### src/rtl/dmem_port_arbiter_pkg.sv
// Shared definitions for the data-memory port arbiter: read-return owner
// encoding, RISC-V funct3 access sizes and the default core burst limit.
package dmem_port_arbiter_pkg;

  typedef enum logic [1:0] {
    NONE = 2'd0,
    CORE = 2'd1,
    EXT  = 2'd2
  } owner_e;

  localparam logic [2:0] F3_LB  = 3'b000;
  localparam logic [2:0] F3_LH  = 3'b001;
  localparam logic [2:0] F3_LW  = 3'b010;
  localparam logic [2:0] F3_LD  = 3'b011;
  localparam logic [2:0] F3_LBU = 3'b100;
  localparam logic [2:0] F3_LHU = 3'b101;
  localparam logic [2:0] F3_LWU = 3'b110;
  localparam logic [2:0] F3_SB  = 3'b000;
  localparam logic [2:0] F3_SH  = 3'b001;
  localparam logic [2:0] F3_SW  = 3'b010;
  localparam logic [2:0] F3_SD  = 3'b011;

  localparam int STREAK_W               = 4;
  localparam int DEFAULT_MAX_CORE_BURST = 4;

endpackage

### src/rtl/dmem_port_arbiter_streak.sv
// Saturating count of consecutive contended core grants; limit_hit tells the
// arbiter it is the external requester's turn.
module arb_streak_counter
  import dmem_port_arbiter_pkg::*;
#(
  parameter int LIMIT = DEFAULT_MAX_CORE_BURST
) (
  input  logic clk,
  input  logic rstn,
  input  logic clr,
  input  logic inc,
  output logic limit_hit
);

  logic [STREAK_W-1:0] count;

  always_ff @(posedge clk or negedge rstn) begin
    if (!rstn) begin
      count <= '0;
    end else if (clr) begin
      count <= '0;
    end else if (inc && (count != {STREAK_W{1'b1}})) begin
      count <= count + 1'b1;
    end
  end

  assign limit_hit = (count == LIMIT[STREAK_W-1:0]);

endmodule

### src/rtl/dmem_port_arbiter.sv
// Two-requester arbiter for the single synchronous data-memory port: core MEM
// stage has priority, the external port is guaranteed a slot after a core burst.
module dmem_port_arbiter
  import dmem_port_arbiter_pkg::*;
#(
  parameter int ADDR_W         = 64,
  parameter int DATA_W         = 64,
  parameter int MAX_CORE_BURST = DEFAULT_MAX_CORE_BURST
) (
  input  logic              clk,
  input  logic              rstn,
  input  logic              core_req,
  input  logic              core_we,
  input  logic [ADDR_W-1:0] core_addr,
  input  logic [DATA_W-1:0] core_wdata,
  input  logic [2:0]        core_size,
  output logic              core_gnt,
  output logic              core_stall,
  output logic              core_rvalid,
  output logic [DATA_W-1:0] core_rdata,
  input  logic              ext_req,
  input  logic              ext_we,
  input  logic [ADDR_W-1:0] ext_addr,
  input  logic [DATA_W-1:0] ext_wdata,
  input  logic [2:0]        ext_size,
  output logic              ext_gnt,
  output logic              ext_rvalid,
  output logic [DATA_W-1:0] ext_rdata,
  output logic              mem_en,
  output logic              mem_we,
  output logic [ADDR_W-1:0] mem_addr,
  output logic [DATA_W-1:0] mem_wdata,
  output logic [2:0]        mem_size,
  input  logic [DATA_W-1:0] mem_rdata
);

  logic   limit_hit;
  logic   streak_clr;
  logic   streak_inc;
  owner_e rd_owner;
  owner_e rd_owner_next;

  arb_streak_counter #(
    .LIMIT(MAX_CORE_BURST)
  ) u_streak (
    .clk      (clk),
    .rstn     (rstn),
    .clr      (streak_clr),
    .inc      (streak_inc),
    .limit_hit(limit_hit)
  );

  // Grants are masked during reset so nothing reaches memory while rstn is low.
  always_comb begin
    core_gnt   = rstn & core_req & (~ext_req | ~limit_hit);
    ext_gnt    = rstn & ext_req & (~core_req | limit_hit);
    core_stall = core_req & ~core_gnt;
    streak_clr = ext_gnt | ~ext_req;
    streak_inc = core_gnt & ext_req;
  end

  always_comb begin
    mem_en    = core_gnt | ext_gnt;
    mem_we    = 1'b0;
    mem_addr  = '0;
    mem_wdata = '0;
    mem_size  = '0;
    if (core_gnt) begin
      mem_we    = core_we;
      mem_addr  = core_addr;
      mem_wdata = core_wdata;
      mem_size  = core_size;
    end else if (ext_gnt) begin
      mem_we    = ext_we;
      mem_addr  = ext_addr;
      mem_wdata = ext_wdata;
      mem_size  = ext_size;
    end
  end

  always_comb begin
    rd_owner_next = NONE;
    if (core_gnt && !core_we) begin
      rd_owner_next = CORE;
    end else if (ext_gnt && !ext_we) begin
      rd_owner_next = EXT;
    end
  end

  // Read data returns one cycle after the grant; remember who it belongs to.
  always_ff @(posedge clk or negedge rstn) begin
    if (!rstn) begin
      rd_owner <= NONE;
    end else begin
      rd_owner <= rd_owner_next;
    end
  end

  always_comb begin
    core_rvalid = (rd_owner == CORE);
    ext_rvalid  = (rd_owner == EXT);
    core_rdata  = core_rvalid ? mem_rdata : '0;
    ext_rdata   = ext_rvalid ? mem_rdata : '0;
  end

endmodule

### config.mk
export PLATFORM = sky130hd
export DESIGN_NAME = dmem_port_arbiter
export DESIGN_NICKNAME = d
export VERILOG_FILES = /design/src/rtl/dmem_port_arbiter_pkg.sv /design/src/rtl/dmem_port_arbiter_streak.sv /design/src/rtl/dmem_port_arbiter.sv
export SDC_FILE = /design/constraint.sdc
export NUM_CORES = 1
export LEC_CHECK = 0
export CAP_MARGIN = 20
export CORE_AREA = 8 8 225 227
export CTS_CLUSTER_DIAMETER = 30
export CTS_CLUSTER_SIZE = 25
export DETAILED_ROUTE_END_ITERATION = 8
export DIE_AREA = 0 0 233 235
export SETUP_SLACK_MARGIN = 0.05
export SLEW_MARGIN = 5
export SYNTH_ARGS = -nofsm -noshare
export SYNTH_HDL_FRONTEND = slang
export SYNTH_SLANG_ARGS = --single-unit
### constraint.sdc
create_clock -name clk -period 2.5 [get_ports clk]
set_clock_uncertainty 0.15 [all_clocks]
set_input_delay 0.5 -clock clk [delete_from_list [all_inputs] [get_ports clk]]
set_output_delay 0.5 -clock clk [all_outputs]
set_load 0.005 [all_outputs]
==> results_dict.tcl, run 1 <==
set metrics [dict create \
    cts_tree "done" \
    viasPerCell 3.692 \
    arrival_ns 2.21 \
    fin_tns_setup_ns -33.24 \
    drive_above_1_share_pct 29.83 \
    rsz0062_at_grt "yes" \
    grt.busiest_layer "met2" \
    antenna_left 0 \
    antenna_found_initial 31 \
    avgSynthCellArea_um2 7.410 \
    finalCritPeriodShare_pct 114.5 \
    critical_path_buf_inv_count 7 \
    hpwl_um 41170 \
    met2_usage_pct 30.28 \
    core_area_um2 47150 \
    synthFlopType "dfrtp_1" \
    yosys_warnings 0 \
    violations "negative setup slack" \
    drtPass1Iterations 5 \
    setup_viol 134 \
    initial_core_util_pct 5.454 \
    syn_inst 347 \
    syn_area_um2 2571 \
    crit_path_max_fanout 7 \
    fin_nets 1365 \
    synth_top_family_by_area "compound AO/OA/AOI/OAI gates" \
    slew_violations 0 \
    cts_buffers 3 \
    yosys-top-cells-count "132 x a22o_1, 129 x and2_1, 24 x buf_2" \
    synth_compound_area_share_pct 47.83 \
    drt_wl_total_um 49590 \
    synthArstFlopShare_pct 100.0 \
    post-place-ws_ns -0.9047 \
    cpMaxStageDelayCell "dfrtp_1" \
    synth_top_area_share_pct 44.96 \
    synth_xor_area_share_pct 0 \
    max_stage_delay_ns 0.35 \
    r2r-start "u_streak.count[0]$_DFFE_PN0P_" \
    post-synth-top-count-cell "a22o_1" \
    path_delay_family "buffers and inverters" \
    vdd_drop_max_mv 0.1919 \
    crit_chain "inv_2 -> ha_4 -> buf_6 -> and4b_2 -> nor2_4 -> buf_12 -> buf_12 -> buf_12 -> buf_8 -> a22o_1 -> buf_2" \
    critPathKind "reg -> out" \
    syn_nets 681 \
    maxCapViolCount 0 \
    ios 598 \
    numPortBuffers 597 \
    status "finished with violations" \
    ys_ff_latch 6 \
    hp-class "in -> async" \
    finalHoldViolations 0 \
    p_leak_nw 6.303 \
    grt_pass1_vias 6246 \
    vias 6073 \
    drc 0 \
    grt_pass1_wl_um 59400 \
    power_density_nw_per_um2 178.2 \
    layout-area-overhead-vs-synth_pct 342.3 \
    instances_no_fill 1645 \
    required_ns 1.85 \
    routedWlPerCell_um 30.14 \
    synth.largest_area_cell "a22o_1" \
    cts.sinks 6 \
    clk_latency_ns 0.23 \
    slew_headroom_pct 74.34 \
    grt_max_degree 66 \
    grt_use_met3_pct 5.519 \
    tightestPinTransition_ns 0.3832 \
    path_clk_slew_ns 0.04 \
    die_x_um 233 \
    use_met1_pct 16.75 \
    place.gp.congestion 0.9138 \
    dieArea_um2 54760 \
    track_usage_pct 15.89 \
    max_freq_mhz 349.2 \
    critPathCaptureType "primary output" \
    synth_area_leaders "a22o_1 45%, and2_1 31%, dfrtp_1 5.8%, buf_2 4.7%, clkbuf_1 2.0%" \
    synthMuxAreaShare_pct 0 \
    layout_setup_ws_ns -0.3637 \
    synth_adder_area_share_pct 0.9732 \
    hold-worst-slack_ns 0.2916 \
    dr.first_iter.drc_count 350 \
    die_y_um 235 \
    clk_path_buf_depth 2 \
    r2r_slack_ns 0.52 \
    grt-ovfl-total 0 \
    core.rowCount 80 \
    cts-root-buf "clkbuf_16" \
    synth-simple-area-share_pct 36.45 \
    fin_crit_ns 2.864 \
    htreeDepth 1 \
    placedCellCount 1558 \
    cpMostUsedCell "buf_12" \
    ctsHoldBuffers 0 \
    synth_edf_count 0 \
    seq_area_frac_synth_pct 5.839 \
    synth_cell_type_count 27 \
    cp-startpoint "u_streak.count[0]$_DFFE_PN0P_" \
    start_kind "register" \
]
[layout by cell type, fill, tap and decap left out, drive strengths merged, types with 2 or more instances in the layout]
cell type / netlist / final
buf: 30 / 253
dlygate4sd2: 0 / 4
clkbuf: 14 / 12
a311oi: 2 / 2
a21oi: 3 / 3
and3: 2 / 2
o31ai: 2 / 2
nor2: 3 / 3
nand4b: 2 / 2
clkdlybuf4s50: 0 / 366
inv: 4 / 4
a22o: 132 / 132
nand4: 2 / 2
and2: 129 / 129
nor2b: 6 / 6
dlymetal6s2s: 0 / 91
dfrtp: 6 / 6
ha: 2 / 2
[power breakdown]
group	internal (W)	switching [W]	leakage, nW
combinational	0.00107	0.000599	6.18
sequential	0.0000998	0.00000181	0.0826
clock	0.000205	0.0000546	0.0370
[cells by family after synthesis]
group           Yosys count
simple gates            149
flops                     6
fa+ha+maj                 2
buf+inv                  48
compound gates          142
[metal layers]
metal	routed length [µm]	up-vias
met5	40	-
met4	1479	6
met3	4558	92
met2	25560	503
met1	17950	2796
li1	-	2676
[worst paths after layout]
check / to / cells after the start
worst max-delay path: mem_addr[37] / 11
worst min-delay path: u_streak.count[0]$_DFFE_PN0P_ / 2
worst max register to register: u_streak.count[2]$_DFFE_PN0P_ / 9
worst min register to register: u_streak.count[3]$_DFFE_PN0P_ / 3
max in group asynchronous: u_streak.count[1]$_DFFE_PN0P_ / 2
min in group clk: u_streak.count[3]$_DFFE_PN0P_ / 3
[cell type report]
class | instances | area [µm²]
Inverter | 4 | 15.01
Sequential cell | 6 | 150.1
Antenna cell | 1 | 2.502
Clock buffer | 3 | 75.07
Fill cell | 5081 | 35770
Multi-Input combinational cell | 293 | 2500
Timing Repair Buffer | 723 | 7861
Tap cell | 615 | 769.5
[flip-flops by register name, summed over array words and instances (netlist names)]
signal	cells
u_streak.count	4
rd_owner	2
[repair_timing]
item,in CTS,in global routing
hold endpoints to repair,0,0
resized for setup,586,122
buffers inserted,52,15
setup endpoints to repair,138,221
gates cloned,12,13
pin swaps,97,34
[stage by stage]
step	total power [W]	utilization, %	cell area, µm²
detailed placement	0.001573	20.75	9781
floorplan	0.0003688	-	2571
CTS	0.002003	22.85	10770
global placement	0.001567	20.75	9781
finish	0.002027	24.12	11370
global route	0.002115	24.12	11370
No activity file was read; power rests on OpenSTA's default activity.
==> run 2: changes to the inputs <==
==> constraint.sdc (replaced) <==
create_clock -name clk -period 2.5 [get_ports clk]
set_clock_uncertainty 0.15 [all_clocks]
set_input_delay 0.375 -clock clk [delete_from_list [all_inputs] [get_ports clk]]
set_output_delay 0.375 -clock clk [all_outputs]
set_load 0.005 [all_outputs]
==> run 2 against run 1 <==
The flow still finishes with violations (negative setup slack). Die area unchanged. Combinational power down 3%. Critical endpoint is now mem_wdata[56]. Clock power down 2%.
==> results_dict.tcl, run 2 (same netlist as run 1, synthesis figures left out) <==
set metrics [dict create \
    status "finished with violations" \
    violations "negative setup slack" \
    slew_headroom_pct 74.96 \
    fin_tns_setup_ns -14.43 \
    drt_wl_total_um 45700 \
    antenna_found_initial 32 \
    power_density_nw_per_um2 180.6 \
    antenna_left 0 \
    clk_path_buf_depth 2 \
    worst_r2r_endpoint "rd_owner[1]$_DFF_PN0_" \
    placedCellCount 1560 \
    cts_buffers 3 \
    core.rowCount 80 \
    final_common_cell "clkdlybuf4s50_1" \
    grt_pass1_vias 5982 \
    rsz0062_at_grt "yes" \
    track_usage_pct 15.40 \
    drive_above_1_share_pct 28.28 \
    cpMaxStageDelayCell "dfrtp_1" \
    cts-root-buf "clkbuf_16" \
    numPortBuffers 597 \
    swShare_pct 31.36 \
    core_area_um2 47150 \
    path_clk_slew_ns 0.03 \
    ios 598 \
    die_x_um 233 \
    grt_max_degree 66 \
    top_register "u_streak.count" \
    drc 0 \
    critPathKind "reg -> out" \
    htreeDepth 1 \
    r2r_slack_ns 0.64 \
    cts.sinks 6 \
    vdd_drop_max_mv 0.1847 \
    ctsHoldBuffers 0 \
    met3_length_um 4914 \
    drt-met1-wl_um 16240 \
    critPathCaptureType "primary output" \
    rr_worst_depth 9 \
    switching_power_w 0.0006190 \
    cts_tree "done" \
    setup_viol 116 \
    power_frac_comb_pct 81.9 \
    fin_nets 1351 \
    largest_reg_flops 4 \
    arrival_ns 2.22 \
    required_ns 1.98 \
    crit_path_max_fanout 5 \
    tightestPinTransition_ns 0.3739 \
    grt_pass1_wl_um 57770 \
    die_y_um 235 \
    finalCritPeriodShare_pct 110.0 \
    start_kind "register" \
    crit_chain "inv_2 -> ha_4 -> nand3b_1 -> a211oi_4 -> buf_12 -> buf_16 -> buf_12 -> buf_12 -> buf_8 -> a22o_1 -> buf_2" \
    viasPerCell 3.578 \
    final_cell_area_um2 10930 \
    maxCapViolCount 0 \
    seqPwrFrac_pct 5.2 \
    cpMostUsedCell "buf_12" \
    drtPass1Iterations 4 \
    reg.largest.list "u_streak.count (4), rd_owner (2)" \
    layout_setup_ws_ns -0.2490 \
    p_leak_nw 4.568 \
    initial_core_util_pct 5.454 \
    intPower_w 0.001355 \
    grt-ovfl-total 0 \
    slew_violations 0 \
    finalHoldViolations 0 \
    maxUsedRoutingLayer "met5" \
    place.gp.congestion 0.8533 \
    dpl_cell_area_um2 9821 \
    fin_crit_ns 2.749 \
    clk_latency_ns 0.23 \
    hp-class "in -> async" \
    max_freq_mhz 363.8 \
    pwr-share-clk_pct 12.9 \
    r2r-start "u_streak.count[0]$_DFFE_PN0P_" \
    routedWlPerCell_um 27.98 \
    final_cell_mix "459 x clkdlybuf4s50_1, 129 x and2_1, 100 x a22o_1, 77 x buf_2, 68 x buf_6" \
    layout-area-overhead-vs-synth_pct 325.2 \
    hpwl_um 40660 \
    dr.first_iter.drc_count 224 \
    max_stage_delay_ns 0.38 \
    instances_no_fill 1633 \
    wl_met2_um 23770 \
    dieArea_um2 54760 \
    vias 5843 \
]
==> run 2: worst max-delay path: cells and delay by family (launching register included) <==
family                   cells  cell delay, ns
AO/OA/AOI/OAI                2            0.45
flip-flops                   1            0.38
AND/OR/NAND/NOR              1            0.14
buffers and inverters        7            0.88
adder cells (fa/ha/maj)      1            0.14
==> run 2: per-layer routing <==
layer / track usage, % / vias up
met3: 5.001 / 71
met1: 16.58 / 2628
met5: 0 / -
met4: 1.005 / 4
li1: - / 2648
met2: 29.81 / 492
==> run 2: layout make-up <==
cell class / instances / area [µm²]
tap: 615 / 769.5
sequential: 6 / 150.1
inverter: 4 / 15.01
timing repair buffer: 709 / 7406
multi-input combinational: 293 / 2509
fill: 5138 / 36210
clock buffer: 3 / 75.07
antenna: 3 / 7.507
==> run 2: worst max path at each step <==
stage                             startpoint            end  slack, ns  cells past startpoint
2_1_floorplan  u_streak.count[0]$_DFFE_PN0P_   mem_addr[15]       0.37                      7
3_3_place_gp                            rstn  mem_wdata[31]      -0.64                      7
3_5_place_dp                            rstn  mem_wdata[31]      -0.60                      7
4_1_cts        u_streak.count[1]$_DFFE_PN0P_   mem_addr[59]      -0.27                     11
5_1_grt        u_streak.count[0]$_DFFE_PN0P_   mem_addr[34]      -0.33                     12
6_report       u_streak.count[0]$_DFFE_PN0P_  mem_wdata[56]      -0.25                     11
==> run 2: power by group through the flow <==
stage	logic [W]	clock network, W	registers [W]
after global placement	0.00147	0	0.000103
after CTS	0.00161	0.000263	0.000102
after detailed placement	0.00148	0	0.000103
after floorplan	0.000267	0	0.000102
final	0.00162	0.000255	0.000102
after global routing	0.00170	0.000271	0.000102
==> run 2: stage by stage <==
stage	total power [W]	worst slack, ns	hold slack, ns	util [%]
floorplan	0.0003688	0.3662	-0.07059	-
global placement	0.001571	-0.6362	0.5031	20.83
detailed placement	0.001579	-0.5979	0.5060	20.83
CTS	0.001978	-0.2704	0.1431	22.65
global route	0.002074	-0.3268	0.1621	23.18
finish	0.001974	-0.2490	0.1479	23.19
==> run 2: repair_timing <==
action / 4_1_cts / 5_1_grt
pin swaps: 64 / 43
gates resized for setup: 516 / 74
endpoints found under the setup margin: 135 / 133
setup buffers: 44 / 19
cloned: 10 / 2
